## src/rtl/neural_network.sv

```systemverilog
// 6-3-3 MLP inference engine (IEEE-754 single, truncating) on one serial MAC datapath.
// Optional macro NN_OUTPUT_RELU_EN applies ReLU to the output layer as well.
module neural_network #(
  parameter logic [575:0] W1 = {{2{32'h3F800000}}, {6{32'h0}}, {2{32'h3F800000}},
                                {6{32'h0}}, {2{32'h3F800000}}},
  parameter logic [95:0]  B1 = 96'h0,
  parameter logic [287:0] W2 = {32'h3F800000, {3{32'h0}}, 32'h3F800000,
                                {3{32'h0}}, 32'h3F800000},
  parameter logic [95:0]  B2 = 96'h0
) (
  input  logic        clk_x70,
  input  logic        rst_x70,
  input  logic        start_x70,
  input  logic [31:0] x1_x70,
  input  logic [31:0] x2_x70,
  input  logic [31:0] x3_x70,
  input  logic [31:0] x4_x70,
  input  logic [31:0] x5_x70,
  input  logic [31:0] x6_x70,
  output logic        done_x70,
  output logic [31:0] y1_x70,
  output logic [31:0] y2_x70,
  output logic [31:0] y3_x70
);

  typedef enum logic [1:0] {IDLE, L1, L2, DONE} state_t;

  function automatic logic [31:0] relu(input logic [31:0] v);
    return v[31] ? 32'h0 : v;
  endfunction

  // Denormal operands flush to zero; product mantissa is truncated.
  function automatic logic [31:0] fp_mul(input logic [31:0] a, input logic [31:0] b);
    logic [47:0] prod;
    logic [22:0] m;
    int          e;
    if (a[30:23] == 8'd0 || b[30:23] == 8'd0) return 32'h0;
    prod = 48'({1'b1, a[22:0]}) * 48'({1'b1, b[22:0]});
    e    = int'(a[30:23]) + int'(b[30:23]) - 127;
    if (prod[47]) begin
      m = prod[46:24];
      e = e + 1;
    end else begin
      m = prod[45:23];
    end
    if (e <= 0)   return 32'h0;
    if (e >= 255) return {a[31] ^ b[31], 8'hFF, 23'h0};
    return {a[31] ^ b[31], e[7:0], m};
  endfunction

  // 26 guard bits plus a sticky bit keep the truncated result exact in magnitude.
  function automatic logic [31:0] fp_add(input logic [31:0] a, input logic [31:0] b);
    logic [31:0] p, q;
    logic [50:0] mp, mq, sum, norm;
    logic [7:0]  d;
    logic        sticky, az, bz;
    int          pos, e;
    az = (a[30:23] == 8'd0);
    bz = (b[30:23] == 8'd0);
    if (az && bz) return 32'h0;
    if (az)       return b;
    if (bz)       return a;
    if (a[30:0] >= b[30:0]) begin
      p = a; q = b;
    end else begin
      p = b; q = a;
    end
    d  = p[30:23] - q[30:23];
    mp = {2'b01, p[22:0], 26'h0};
    mq = {2'b01, q[22:0], 26'h0};
    if (d > 8'd50) begin
      sticky = 1'b1;
      mq     = '0;
    end else begin
      sticky = |(mq & ((51'd1 << d) - 51'd1));
      mq     = mq >> d;
    end
    mq[0] = mq[0] | sticky;
    sum   = (p[31] == q[31]) ? mp + mq : mp - mq;
    if (sum == '0) return 32'h0;
    pos = 0;
    for (int i = 0; i < 51; i++) if (sum[i]) pos = i;
    e    = int'(p[30:23]) + pos - 49;
    norm = sum << (50 - pos);
    if (e <= 0)   return 32'h0;
    if (e >= 255) return {p[31], 8'hFF, 23'h0};
    return {p[31], e[7:0], norm[49:27]};
  endfunction

  function automatic logic [31:0] out_act(input logic [31:0] v);
`ifdef NN_OUTPUT_RELU_EN
    return relu(v);
`else
    return v;
`endif
  endfunction

  logic [17:0][31:0] w1_a;
  logic [8:0][31:0]  w2_a;
  logic [2:0][31:0]  b1_a, b2_a;
  assign w1_a = W1;
  assign w2_a = W2;
  assign b1_a = B1;
  assign b2_a = B2;

  state_t           state;
  logic [5:0][31:0] x_q;
  logic [2:0][31:0] h_q;
  logic [1:0][31:0] y_q;
  logic [31:0]      acc;
  logic [4:0]       cnt;
  logic [2:0]       term;
  logic [1:0]       nrn;

  logic [31:0] w_sel, in_sel, bias_sel, prod, sum;
  logic        last;

  always_comb begin
    w_sel    = (state == L1) ? w1_a[cnt] : w2_a[cnt[3:0]];
    in_sel   = (state == L1) ? x_q[term] : h_q[term[1:0]];
    bias_sel = (state == L1) ? b1_a[nrn] : b2_a[nrn];
    last     = (state == L1) ? (term == 3'd5) : (term == 3'd2);
    prod     = fp_mul(w_sel, in_sel);
    sum      = fp_add((term == 3'd0) ? bias_sel : acc, prod);
  end

  always_ff @(posedge clk_x70) begin
    if (rst_x70) begin
      state    <= IDLE;
      done_x70 <= 1'b0;
      y1_x70   <= '0;
      y2_x70   <= '0;
      y3_x70   <= '0;
      x_q      <= '0;
      h_q      <= '0;
      y_q      <= '0;
      acc      <= '0;
      cnt      <= '0;
      term     <= '0;
      nrn      <= '0;
    end else begin
      case (state)
        IDLE: begin
          done_x70 <= 1'b0;
          if (start_x70) begin
            x_q   <= {x6_x70, x5_x70, x4_x70, x3_x70, x2_x70, x1_x70};
            cnt   <= '0;
            term  <= '0;
            nrn   <= '0;
            state <= L1;
          end
        end
        L1: begin
          acc <= sum;
          cnt <= cnt + 5'd1;
          if (last) begin
            h_q[nrn] <= relu(sum);
            term     <= '0;
            if (nrn == 2'd2) begin
              nrn   <= '0;
              cnt   <= '0;
              state <= L2;
            end else begin
              nrn <= nrn + 2'd1;
            end
          end else begin
            term <= term + 3'd1;
          end
        end
        L2: begin
          acc <= sum;
          cnt <= cnt + 5'd1;
          if (last) begin
            term <= '0;
            // Results are staged internally so the outputs only move at completion.
            if (nrn == 2'd2) begin
              y1_x70   <= y_q[0];
              y2_x70   <= y_q[1];
              y3_x70   <= out_act(sum);
              done_x70 <= 1'b1;
              state    <= DONE;
            end else begin
              y_q[nrn[0]] <= out_act(sum);
              nrn         <= nrn + 2'd1;
            end
          end else begin
            term <= term + 3'd1;
          end
        end
        DONE: begin
          done_x70 <= 1'b0;
          state    <= IDLE;
        end
        default: state <= IDLE;
      endcase
    end
  end

endmodule

```

## config.mk

```make
export PLATFORM = sky130hd
export DESIGN_NAME = neural_network
export DESIGN_NICKNAME = d
export VERILOG_FILES = /design/src/rtl/neural_network.sv
export SDC_FILE = /design/constraint.sdc
export NUM_CORES = 2
export LEC_CHECK = 0
export ABC_AREA = 1
export CAP_MARGIN = 20
export CORE_UTILIZATION = 35
export DETAILED_ROUTE_END_ITERATION = 8
export PLACE_DENSITY = 0.52
export SYNTH_ARGS = -nofsm -noshare
export SYNTH_HDL_FRONTEND = slang
export SYNTH_SLANG_ARGS = --single-unit
```

## constraint.sdc

```tcl
create_clock -name clk_x70 -period 27.4 [get_ports clk_x70]
set_clock_uncertainty 0.1 [all_clocks]
set_input_delay 4.11 -clock clk_x70 [delete_from_list [all_inputs] [get_ports clk_x70]]
set_output_delay 4.11 -clock clk_x70 [all_outputs]
set_load 0.005 [all_outputs]
```

==> run metrics <==
count leader, synth nand2_1; CP Capture Type flop; Final Hold Vio Count 0; Iter 0 DRT Violations 3,621; routed len/inst 20.0 um; CP most frequent cell nand2_1; Detailed Route WL 134 mm; ys flop type dfxtp_1; Setup Viol. Count Final 0; TritonCTS clock tree done; status completed; Die Y-Extent 309 um; input/output buffers 291; Tcrit/Tclk final 0.711; Die X 309 um; hold_sp x_q[190]; HP Class reg2reg; via density per instance 5.34; Crit-path slowest cell dfxtp_1; yosys warns 0; f_max 51.4 MHz; post-synthesis cell type count 70; DR WL met3 6.95 mm; share of layout cells above drive strength 1 0.0482; Slew HR 0.171; Synthesized Nets 5,669; max-slew violation count 0; TNS Setup 0 ns; met2 WL 63.6 mm; synth cell count leaders nand2_1 (1,117), nor2_1 (889), o21ai_0 (694), nand3_1 (513), dfxtp_1 (492); Yosys reg bits 492; Post-synth EDFFs 0; DR vias 35,900; CP max stage delay 0.95 ns; Initial Util 0.353; Top Layer Used met4; cts hold-fix bufs 0; WHS 0.354 ns; GRT overflow 0; Area contributors post-synth dfxtp_1 (30%), nand2_1 (13%), o21ai_0 (11%); area of the mapped netlist 32,900 um^2; setup bufs post-CTS 0; synthesized instance count 5,356; Worst Path Arrival 19.85 ns; gr usage total 0.273; area leader, netlist dfxtp_1; die area 95,200 um^2; Slew @ Worst Pin 1.23 ns; RSZ-0062 raised after global routing false; # IOs 292; crit path time final 19.47 ns; H-tree levels 2; Routed Antenna Nets 0; total of max-cap violations 0; Syn Area/Cell 6.14 um^2; ys async rst share 0; Post-route DRC 0; Crit. Startpoint term[2]; # rows 112; hpwl dp 100 mm; CTS clk-pin slew, worst paths 0.06 ns; gpl congestion 0.976; WP data required 27.78 ns; Core Footprint 93,200 um^2; synthesis-to-finish area growth 16.2%; M1 WL 57.3 mm; largest net degree at the start of global routing 160; CP max FO 55; Resized cells post-CTS 0; Seq/Total Area, Yosys 0.300; Reg-to-Reg Start term[2]; CTS Buf Count 52; antenna violations before repair 8; Yosys top cell area share 0.300; root buf cell clkbuf_16; first-pass GRT wire length 201 mm; startpoint types flop; deepest clock path buffer count 3; vias in the first global route 33,100; Pre-antenna DRT Iters 8; TritonCTS Sinks 492; reg2reg setup slack 7.93 ns; final-stage net count 5,733; CP Class reg2reg; Skew-Pair Late Insertion Delay 0.62 ns
cell families after synthesis:
logic type / after synthesis / synth area share
compound gates: 1283 / 0.208
xor+xnor: 53 / 0.0154
fa+ha+maj: 118 / 0.0456
buf+inv: 714 / 0.0863
flops: 492 / 0.300
mux: 4 / 0.00122
simple gates: 2692 / 0.344
path summary, 6_finish.rpt:
kind	endpoint	cells after the start
hold / removal	x_q[190]	2
setup reg to reg	h_q[61]	108
setup / recovery	h_q[61]	108
hold reg to reg	x_q[190]	2
area by class of cell:
type / count / area (um^2)
diodes: 8 / 20.0
well taps: 1254 / 1570
clock inverters: 15 / 213
flip-flops and latches: 492 / 9850
fillers: 10300 / 55000
clock buffers: 78 / 1510
repair buffers: 343 / 3310
inverters: 381 / 1450
multi-input cells: 4150 / 20300
cells in the final DEF (no fill, tap or decap), drive strengths merged, types with 4 or more instances in the layout:
cell type,count
a211oi,5
a21oi,374
a221oi,8
a22o,5
a31o,5
a31oi,13
a32oi,7
and2,5
buf,51
bufinv,4
clkbuf,79
clkdlybuf4s50,291
clkinv,17
dfxtp,492
diode,8
ha,115
inv,373
mux2i,4
nand2,1133
nand3,520
nand3b,11
nand4,51
nor2,922
nor3,24
nor4,8
o211ai,44
o21ai,758
o21bai,12
o221ai,4
o22ai,18
o31ai,7
or2,13
xor2,51
registers in the layout (all words and copies together) (netlist names), named ones only:
name      cells
y_q          64
done_x70      1
y3_x70       32
y2_x70       32
h_q          93
cnt           5
state         2
nrn           2
x_q         192
y1_x70       32
acc          32
term          3
per-stage QoR:
step | cell area, um^2 | setup WS (ns) | cells | util
after floorplan | 32900 | 13.69 | 5356 | -
after global placement | 36400 | 7.85 | 6615 | 0.391
after detailed placement | 36400 | 7.85 | 6618 | 0.391
after CTS | 38200 | 7.81 | 6711 | 0.409
after global routing | 38200 | 5.86 | 6719 | 0.410
final | 38200 | 7.93 | 6721 | 0.410
worst max-delay path, delay by kind of cell, from the launching register on:
family / cells / cell delay [ns]
adders and majority gates: 7 / 1.73
AOI/OAI and AO/OA: 17 / 3.26
DFF: 1 / 0.95
xor gates and xnor gates: 1 / 0.32
and+or+nand+nor: 65 / 8.99
buffers and inverters: 18 / 3.90
metal layers:
layer	global-route usage	up-vias
li1	-	17900
met1	0.346	16700
met2	0.460	1084
met3	0.0336	222
met4	0.127	0
met5	0	-
Power is left out: the tool's default activity adds up to more than one toggle a clock period on the data nets, which glitch-free logic cannot reach.
